$ cat config.mk
export PLATFORM = sky130hd
export DESIGN_NAME = capture_writer
export DESIGN_NICKNAME = d
export VERILOG_FILES = /design/src/rtl/ibert_capture_pkg.sv /design/src/rtl/capture_decim.sv /design/src/rtl/capture_writer.sv
export SDC_FILE = /design/constraint.sdc
export NUM_CORES = 1
export LEC_CHECK = 0
export CAP_MARGIN = 10
export CORE_ASPECT_RATIO = 1.5
export CORE_MARGIN = 2
export CORE_UTILIZATION = 40
export DETAILED_ROUTE_END_ITERATION = 7
export PLACE_DENSITY = 0.81
export SLEW_MARGIN = 30
export SYNTH_ARGS = -nofsm -noshare
export SYNTH_HDL_FRONTEND = slang
export SYNTH_SLANG_ARGS = --single-unit
$ cat constraint.sdc
create_clock -name clkA -period 1.7 [get_ports clkA]
set_input_delay 0.425 -clock clkA [delete_from_list [all_inputs] [get_ports clkA]]
set_output_delay 0.425 -clock clkA [all_outputs]
set_load 0.05 [all_outputs]
$ cat src/rtl/ibert_capture_pkg.sv
// ibert_capture_pkg
// Shared definitions for the IBERT sample-capture memory. The clkA capture
// writer and the clkB readout logic both import this package so that the
// state encoding and the address width derivation stay in one place.
//
// Contents:
//   cap_state_t      - capture controller state enum
//   ST_*             - the same encodings as plain constants for older code
//   cap_addr_width() - memory address width for a given DEPTH
package ibert_capture_pkg;

    typedef enum logic [1:0] {
        CAP_IDLE  = 2'd0,
        CAP_ARMED = 2'd1,
        CAP_POST  = 2'd2,
        CAP_DONE  = 2'd3
    } cap_state_t;

    localparam logic [1:0] ST_IDLE  = 2'd0;
    localparam logic [1:0] ST_ARMED = 2'd1;
    localparam logic [1:0] ST_POST  = 2'd2;
    localparam logic [1:0] ST_DONE  = 2'd3;

    // Address width needed to index a DEPTH-entry memory.
    function automatic int cap_addr_width(input int depth);
        return $clog2(depth);
    endfunction

endpackage

$ cat src/rtl/capture_decim.sv
// capture_decim
// Sample decimator for the capture writer. While the writer is collecting
// samples, only every (decim+1)-th valid sample is accepted. A trigger that
// arrives on a skipped sample is remembered and attached to the next
// accepted sample so a trigger is never lost to decimation.
//
// Ports:
//   clkA       - capture clock
//   rst        - synchronous active-high reset
//   load_i     - capture start; loads decim_i and restarts the count
//   decim_i    - decimation factor minus one
//   active_i   - writer is in a state that stores samples
//   s_valid_i  - input sample qualifier
//   trigger_i  - input trigger (only meaningful with s_valid_i)
//   accept_o   - this valid sample is to be written
//   trigger_o  - the accepted sample carries a (possibly deferred) trigger
module capture_decim (
    input  logic       clkA,
    input  logic       rst,
    input  logic       load_i,
    input  logic [7:0] decim_i,
    input  logic       active_i,
    input  logic       s_valid_i,
    input  logic       trigger_i,
    output logic       accept_o,
    output logic       trigger_o
);

    logic [7:0] decim_q;
    logic [7:0] cnt_q;
    logic       pending_q;
    logic       hit;

    assign hit       = active_i && s_valid_i;
    assign accept_o  = hit && (cnt_q == 8'd0);
    assign trigger_o = accept_o && (trigger_i || pending_q);

    // The counter walks 0..decim over valid samples; a sample is taken when it
    // reads zero, so the first valid sample after arming is always kept.
    always_ff @(posedge clkA) begin
        if (rst) begin
            decim_q   <= '0;
            cnt_q     <= '0;
            pending_q <= 1'b0;
        end else if (load_i) begin
            decim_q   <= decim_i;
            cnt_q     <= '0;
            pending_q <= 1'b0;
        end else if (hit) begin
            cnt_q <= (cnt_q == decim_q) ? 8'd0 : cnt_q + 8'd1;
            if (accept_o) begin
                pending_q <= 1'b0;
            end else if (trigger_i) begin
                pending_q <= 1'b1;
            end
        end
    end

endmodule

$ cat src/rtl/capture_writer.sv
// capture_writer
// Write-side controller for the IBERT sample-capture memory. Samples arriving
// on clkA are written into the memory write port as a circular buffer. After
// a trigger, a programmed number of further samples is written and capture
// freezes so the clkB readout can unroll the buffer from start_addr.
//
// Optional feature: define CAPTURE_DECIM_EN to add the decim input and keep
// only every (decim+1)-th valid sample while capturing.
//
// Ports:
//   clkA        - capture clock
//   rst         - synchronous active-high reset
//   decim       - (CAPTURE_DECIM_EN only) decimation factor minus one, taken on arm
//   arm         - one-cycle pulse that starts a capture from IDLE or DONE
//   post_count  - samples to write after the trigger sample, taken on arm
//   s_data      - sample data
//   s_valid     - sample qualifier, no backpressure
//   trigger     - trigger flag, qualified by s_valid
//   weA/enA     - memory write enable / port enable (identical)
//   addrA/dinA  - memory write address / data
//   busy        - capture in progress (ARMED or POST)
//   done        - capture complete (DONE)
//   wrapped     - write pointer has wrapped at least once this capture
//   trig_addr   - address of the trigger sample
//   start_addr  - oldest valid address in the buffer
module capture_writer
    import ibert_capture_pkg::*;
#(
    parameter  int WIDTH = 32,
    parameter  int DEPTH = 512,
    localparam int AW    = cap_addr_width(DEPTH)
) (
    input  logic             clkA,
    input  logic             rst,
`ifdef CAPTURE_DECIM_EN
    input  logic [7:0]       decim,
`endif
    input  logic             arm,
    input  logic [AW-1:0]    post_count,
    input  logic [WIDTH-1:0] s_data,
    input  logic             s_valid,
    input  logic             trigger,
    output logic             weA,
    output logic             enA,
    output logic [AW-1:0]    addrA,
    output logic [WIDTH-1:0] dinA,
    output logic             busy,
    output logic             done,
    output logic             wrapped,
    output logic [AW-1:0]    trig_addr,
    output logic [AW-1:0]    start_addr
);

    logic [1:0]       state_q,    state_d;
    logic [AW-1:0]    wrPtr_q,    wrPtr_d;
    logic [AW-1:0]    postCnt_q,  postCnt_d;
    logic [AW-1:0]    trigAddr_q, trigAddr_d;
    logic             wrapped_q,  wrapped_d;
    logic             we_q,       we_d;
    logic [AW-1:0]    addr_q,     addr_d;
    logic [WIDTH-1:0] din_q,      din_d;

    logic active;
    logic startCap;
    logic accept;
    logic accTrig;

    assign active   = (state_q == ST_ARMED) || (state_q == ST_POST);
    assign startCap = arm && ((state_q == ST_IDLE) || (state_q == ST_DONE));

`ifdef CAPTURE_DECIM_EN
    capture_decim u_decim (
        .clkA      (clkA),
        .rst       (rst),
        .load_i    (startCap),
        .decim_i   (decim),
        .active_i  (active),
        .s_valid_i (s_valid),
        .trigger_i (trigger),
        .accept_o  (accept),
        .trigger_o (accTrig)
    );
`else
    assign accept  = s_valid;
    assign accTrig = s_valid && trigger;
`endif

    // Next-state logic. Any accepted sample in ARMED or POST becomes exactly
    // one registered write next cycle; the state register moves in the same
    // edge, so done appears together with the final write.
    always_comb begin
        state_d    = state_q;
        wrPtr_d    = wrPtr_q;
        postCnt_d  = postCnt_q;
        trigAddr_d = trigAddr_q;
        wrapped_d  = wrapped_q;
        we_d       = 1'b0;
        addr_d     = addr_q;
        din_d      = din_q;

        if (active && accept) begin
            we_d    = 1'b1;
            addr_d  = wrPtr_q;
            din_d   = s_data;
            wrPtr_d = wrPtr_q + 1'b1;
            if (wrPtr_q == AW'(DEPTH - 1)) begin
                wrapped_d = 1'b1;
            end
        end

        case (state_q)
            ST_IDLE, ST_DONE: begin
                // A sample arriving with arm is dropped; capture begins next cycle.
                if (arm) begin
                    state_d    = ST_ARMED;
                    wrPtr_d    = '0;
                    wrapped_d  = 1'b0;
                    postCnt_d  = post_count;
                    trigAddr_d = '0;
                end
            end
            ST_ARMED: begin
                if (accept && accTrig) begin
                    trigAddr_d = wrPtr_q;
                    state_d    = (postCnt_q == '0) ? ST_DONE : ST_POST;
                end
            end
            ST_POST: begin
                if (accept) begin
                    postCnt_d = postCnt_q - 1'b1;
                    if (postCnt_q == AW'(1)) begin
                        state_d = ST_DONE;
                    end
                end
            end
            default: state_d = ST_IDLE;
        endcase
    end

    // State and output registers; reset aborts a capture without a further write.
    always_ff @(posedge clkA) begin
        if (rst) begin
            state_q    <= ST_IDLE;
            wrPtr_q    <= '0;
            postCnt_q  <= '0;
            trigAddr_q <= '0;
            wrapped_q  <= 1'b0;
            we_q       <= 1'b0;
            addr_q     <= '0;
            din_q      <= '0;
        end else begin
            state_q    <= state_d;
            wrPtr_q    <= wrPtr_d;
            postCnt_q  <= postCnt_d;
            trigAddr_q <= trigAddr_d;
            wrapped_q  <= wrapped_d;
            we_q       <= we_d;
            addr_q     <= addr_d;
            din_q      <= din_d;
        end
    end

    assign weA        = we_q;
    assign enA        = we_q;
    assign addrA      = addr_q;
    assign dinA       = din_q;
    assign busy       = (state_q == ST_ARMED) || (state_q == ST_POST);
    assign done       = (state_q == ST_DONE);
    assign wrapped    = wrapped_q;
    assign trig_addr  = trigAddr_q;
    // Once wrapped, the next slot to be overwritten holds the oldest sample.
    assign start_addr = wrapped_q ? wrPtr_q : '0;

endmodule

==> results of run 1 <==
-- flip-flops by register name (all words and copies together) (netlist names) --
signal     count
dinA          32
enA            1
wrapped        1
state_q        2
trig_addr      9
postCnt_q      9
addrA          9
wrPtr_q        9
-- layout make-up --
type / instances / area [um^2] / share of cell area, %
timing repair buffer: 141 / 1340 / 27.6
sequential: 72 / 1450 / 29.8
clock buffer: 11 / 253 / 5.21
inverter: 8 / 30.0 / 0.620
multi-input combinational: 276 / 1600 / 33.0
clock inverter: 5 / 53.8 / 1.11
tap: 102 / 128 / 2.63
-- cells by family (layout without fill, tap and decap cells) --
kind of cell | after synthesis | in the layout | share of synthesized area (%)
buffers and inverters | 36 | 165 | 5.03
XOR/XNOR | 7 | 7 | 1.97
AO/OA/AOI/OAI | 90 | 90 | 16.6
AND/OR/NAND/NOR | 170 | 170 | 26.5
flip-flops | 72 | 72 | 46.4
multiplexers | 1 | 1 | 0.362
adder cells (fa/ha/maj) | 8 | 8 | 3.22
-- worst min-delay path, cell delays in order, from the launching register on --
cell,delay [ns]
dfxtp_1,0.31
nand2_1,0.05
a21oi_1,0.05
-- final timing paths --
kind,to,start,cells after the start
hold / removal,dinA[3],dinA[3],2
setup / recovery,trig_addr[1],state_q[0],8
setup reg to reg,trig_addr[1],state_q[0],8
hold reg to reg,dinA[3],dinA[3],2
-- synth_stat cells, types with 2 or more instances --
master    number
a211oi_1       3
a21oi_1       62
a41oi_1        2
and2_1         9
and3_1         2
buf_2          8
buf_4          2
clkbuf_1      16
dfxtp_1       72
ha_1           8
inv_1          7
nand2_1       93
nand2b_1      12
nand3_1       12
nand4_1        4
nor2_1        18
nor2b_1        5
nor3_1         3
nor3_4         2
o21ai_1        8
o31ai_1        3
xnor2_1        2
xor2_1         5
-- where the power goes --
part / switching, mW / leakage (nW) / internal, mW
combinational: 2.23 / 1.18 / 1.67
sequential: 0.237 / 0.586 / 1.96
clock: 0.697 / 0.156 / 1.21
total: 3.17 / 1.92 / 4.85
-- repair_timing --
| item | 4_1_cts | 5_1_grt |
|---|---|---|
| pin swaps | 0 | 6 |
| gates cloned | 0 | 2 |
| resized for setup | 1 | 18 |
| endpoints found under the hold margin | 0 | 0 |
| setup buffers | 0 | 1 |
| hold buffers | 0 | 0 |
| setup endpoints to repair | 3 | 25 |
-- per-stage QoR --
| step | cell area, um^2 | std cells | setup TNS [ns] | setup slack (ns) |
|---|---|---|---|---|
| 2_1_floorplan | 3140 | 384 | 0 | 0.0280 |
| 3_3_place_gp | 4440 | 596 | -9.56 | -0.303 |
| 3_5_place_dp | 4440 | 596 | -12.14 | -0.331 |
| 4_1_cts | 4760 | 612 | 0 | 0.00853 |
| 5_1_grt | 4850 | 615 | -0.0530 | -0.0251 |
| 6_report | 4850 | 615 | 0 | 0.0417 |
-- metal layers --
metal	share of wire, %	vias up	routed length, um	track usage (%)
li1	-	1537	-	-
met1	39	1413	3320	22.3
met2	53	84	4540	35.4
met3	4.1	26	350	4.86
met4	4.1	0	355	12.7
met5	0	-	0	0
==> summary.md, run 1 <==
| Metric | Value |
|---|---|
| Outcome | `finished, final reports clean` |
| Global-route wire length before repair | `13800 um` |
| Buf+Inv Stages, Crit Path | `3` |
| CP Data Required Time | `1.92 ns` |
| DP HPWL | `6370 um` |
| Number of synthesized flops with an enable pin | `0` |
| Worst Hold Class | `flip-flop to flip-flop` |
| Setup-failing EPs final | `0` |
| Fmax achieved | `0.603 GHz` |
| Post-Route Utilization | `64.1%` |
| Core area | `7560 um^2` |
| Layout area overhead | `55.9%` |
| Initial Util | `41.1%` |
| Largest net degree at the start of global routing | `26` |
| Num CTS Buffers | `9` |
| Max Cap Viol | `0` |
| LEAKAGE | `1.92 nW` |
| Synth area leader | `dfxtp_1` |
| Crit-path cells | `inv_2, ha_4, and2b_2, buf_6, nor3_4, buf_2, nand2b_1, a21oi_2` |
| Clk sink count | `72` |
| Yosys cell types | `49` |
| Layout fillers | `649` |
| Height of the chip | `112 um` |
| Seq/Total Area, Yosys | `46.4%` |
| Clk buf depth | `2` |
| Residual DRC | `0` |
| Ys Warns | `0` |
| Reg clk slew, reported paths | `0.05 ns` |
| CP max FO | `5` |
| Final hold vios | `0` |
| Most frequent cells in the layout | `nand2_1 (93), buf_4 (79), dfxtp_1 (69)` |
| Worst EP arrival | `1.88 ns` |
| Final WL | `8570 um` |
| # IOs | `110` |
| GR Overflow Total | `0` |
| RePlAce Congestion | `0.913` |
| WS Path Type | `flip-flop to flip-flop` |
| Max Slew Vio Count | `0` |
| Die area | `8510 um^2` |
| Design Power | `8.01 mW` |
| Syn Inst Count | `384` |
| Final Critical Period | `1.66 ns` |
| Slowest cell on crit path | `dfxtp_2` |
| Worst Hold Margin | `0.453 ns` |
| Maximum vdd drop | `1.20 mV` |
| Post-Syn Area | `3110 um^2` |
| Top cell type's share of synthesized area | `46.4%` |
| Critical Path Max Stage Delay | `0.33 ns` |
| Share of cells above drive strength 1 | `27.9%` |
| Clock Skews | `0.00265 ns` |
| Top area cells in the synthesized netlist | `dfxtp_1 (46%), nand2_1 (11%), a21oi_1 (10%)` |
| Via count | `3060` |
| Most common cell after layout, fill and taps aside | `nand2_1` |
| Clk_lat worst skew | `0.33 ns` |
| Worst Max-Slew Pin Slew | `0.346 ns` |
| Die X-Extent | `76.0 um` |
| Worst setup EP type | `flip-flop` |
| Row Count | `39` |
| Yosys reg bits | `72` |
| Post-synth top flop | `dfxtp_1` |
| Number of global-route vias before repair | `2914` |
| Avg Cell Area, Syn | `8.10 um^2` |
| Post-DR wirelength/cell | `13.9 um` |
| Slew HR | `76.8%` |
| Remaining antenna violation count | `0` |
| Vias per cell | `4.98` |
| Port Buffers | `109` |
| DRT iter0 DRCs | `156` |
| Crit-path leading delay family | `simple AND/OR/NAND/NOR gates` |
| H-tree depth | `3` |
| Root buffer cell | `clkbuf_16` |
| Startpoint type of the worst setup path | `flip-flop` |
| Synthesized Nets | `438` |
| PwrDens | `1650 nW/um^2` |
| TritonCTS clock tree | `built` |
| # diodes | `0` |
| Overall Global Routing Usage | `20.4%` |
| Nets | `562` |
| Crit share post-route | `97.5%` |
| FF-to-FF setup slack | `0.04 ns` |
| RSZ-0062 raised after global routing | `true` |
| Synth async-reset ratio | `0%` |
| TritonRoute pass-1 iters | `4` |
| Initial antenna violation count | `0` |
Note: power is estimated with default switching activity, not from simulation.
==> inputs of run 2 (changes only) <==
- CORE_UTILIZATION: 40 -> 30
- PLACE_DENSITY: 0.81 -> 0.65
==> run 2 against run 1 <==
  * Clock-buffer cell count rose by 1
  * Register-to-register slack improved by 0.05 ns
  * Setup slack improved by 0.042 ns
  * Wire length rose by 0.69%
  * Global-route usage fell by 4.9 points
  * First-iteration DRC count fell by 37%
  * Critical endpoint is now busy
  * Largest cell class unchanged
==> summary.md, run 2 (synthesis gave the netlist of run 1 again) <==
| Metric | Value |
|---|---|
| Fmax achieved | `0.619 GHz` |
| Worst setup margin | `0.0834 ns` |
| Via count | `3038` |
| Largest net degree at the start of global routing | `45` |
| Buf+Inv Stages, Crit Path | `3` |
| Max Slew Vio Count | `0` |
| Die area | `11200 um^2` |
| Most frequent cells in the layout | `nand2_1 (93), buf_4 (77), dfxtp_1 (68)` |
| Die X-Extent | `87.1 um` |
| Clock Skews | `0.00461 ns` |
| Critical Path Max Stage Delay | `0.33 ns` |
| Crit-path leading delay family | `flip-flops` |
| Startpoint type of the worst setup path | `flip-flop` |
| TritonCTS clock tree | `built` |
| Share of cells above drive strength 1 | `27.1%` |
| # IOs | `110` |
| DP HPWL | `6260 um` |
| Max Cap Viol | `0` |
| Final WL | `8630 um` |
| Crit share post-route | `95.1%` |
| Port Buffers | `109` |
| Row Count | `45` |
| Root buffer cell | `clkbuf_16` |
| Layout Cells excl Fill | `627` |
| Design Power | `7.92 mW` |
| Worst EP arrival | `1.19 ns` |
| WS Path Type | `flip-flop to output port` |
| Remaining antenna violation count | `0` |
| TritonRoute pass-1 iters | `4` |
| Worst Max-Slew Pin Slew | `0.382 ns` |
| Setup-failing EPs final | `0` |
| Height of the chip | `129 um` |
| RePlAce Congestion | `0.772` |
| Post-CTS setup buffer count | `0` |
| Num CTS Buffers | `9` |
| Post-DR wirelength/cell | `13.8 um` |
| Initial antenna violation count | `0` |
| Pre-CTS setup slack | `-0.394 ns` |
| Clk buf depth | `2` |
| Slowest cell on crit path | `dfxtp_2` |
| Overall Global Routing Usage | `15.5%` |
| Placed Area | `4490 um^2` |
| Finished Cell Area | `4850 um^2` |
| H-tree depth | `3` |
| Number of global-route vias before repair | `2869` |
| # diodes | `0` |
| Crit-path cells | `inv_2, ha_4, inv_2, buf_12` |
| CP max FO | `4` |
| Setup TNS | `0 ns` |
| CP Data Required Time | `1.27 ns` |
| PwrDens | `1630 nW/um^2` |
| Clk sink count | `72` |
| Global-route wire length before repair | `13700 um` |
| Worst Hold Margin | `0.452 ns` |
| Slew HR | `74.3%` |
| Layout area overhead | `56.1%` |
| Residual DRC | `0` |
| Clk_lat worst skew | `0.33 ns` |
| Post-Route Utilization | `47.9%` |
| Final hold vios | `0` |
| Vias per cell | `4.85` |
| Final Critical Period | `1.62 ns` |
| Core area | `10100 um^2` |
| Nets | `559` |
| Worst Hold Class | `flip-flop to flip-flop` |
| Max reg flops | `32` |
| DRT iter0 DRCs | `98` |
| Worst setup EP type | `output port` |
| Most common cell after layout, fill and taps aside | `nand2_1` |
| Most used cell, CP | `inv_2` |
| GR Overflow Total | `0` |
| Hold Buf Count CTS | `0` |
| Reg clk slew, reported paths | `0.06 ns` |
| Placed Instances | `611` |
| Outcome | `finished, final reports clean` |
| LEAKAGE | `1.90 nW` |
| Maximum vdd drop | `0.728 mV` |
| Initial Util | `30.7%` |
-- run 2: cell type report --
type	count	area (um^2)
well taps	117	146
clock inverters	4	53.8
inverters	8	32.5
clock buffers	12	246
fillers	994	5280
flip-flops and latches	72	1450
repair buffers	138	1340
multi-input cells	276	1590
-- run 2: power breakdown --
group	internal (mW)	leakage [nW]	switching, mW
clock	1.18	0.139	0.723
sequential	1.96	0.586	0.229
combinational	1.62	1.17	2.21
-- run 2: per-layer routing --
metal  vias to the layer above  wire length (um)  GRT usage [%]
met4                         0               260           7.33
li1                       1528                 -              -
met1                      1412              3380           18.3
met5                         -                 0              0
met2                        79              4620           26.5
met3                        19               363           3.01
-- run 2: worst register-to-register path: cells and delay by family, from the launching register on --
family / cells / cell delay (ns)
flip-flops: 1 / 0.33
AND/OR/NAND/NOR: 2 / 0.63
adder cells (fa/ha/maj): 1 / 0.23
buffers and inverters: 1 / 0.05
AO/OA/AOI/OAI: 2 / 0.24
-- run 2: final timing paths --
path                            startpoint            to  slack (ns)  cells past startpoint
worst max-delay path            state_q[0]          busy        0.08                      4
worst min-delay path              addrA[1]      addrA[1]        0.45                      2
worst max register to register  state_q[0]  postCnt_q[1]        0.09                      6
worst min register to register    addrA[1]      addrA[1]        0.45                      2
-- run 2: what timing repair did --
action / in CTS / in global routing
pin swaps: 0 / 1
gates cloned: 0 / 0
gates resized for setup: 2 / 15
setup endpoints to repair: 7 / 20
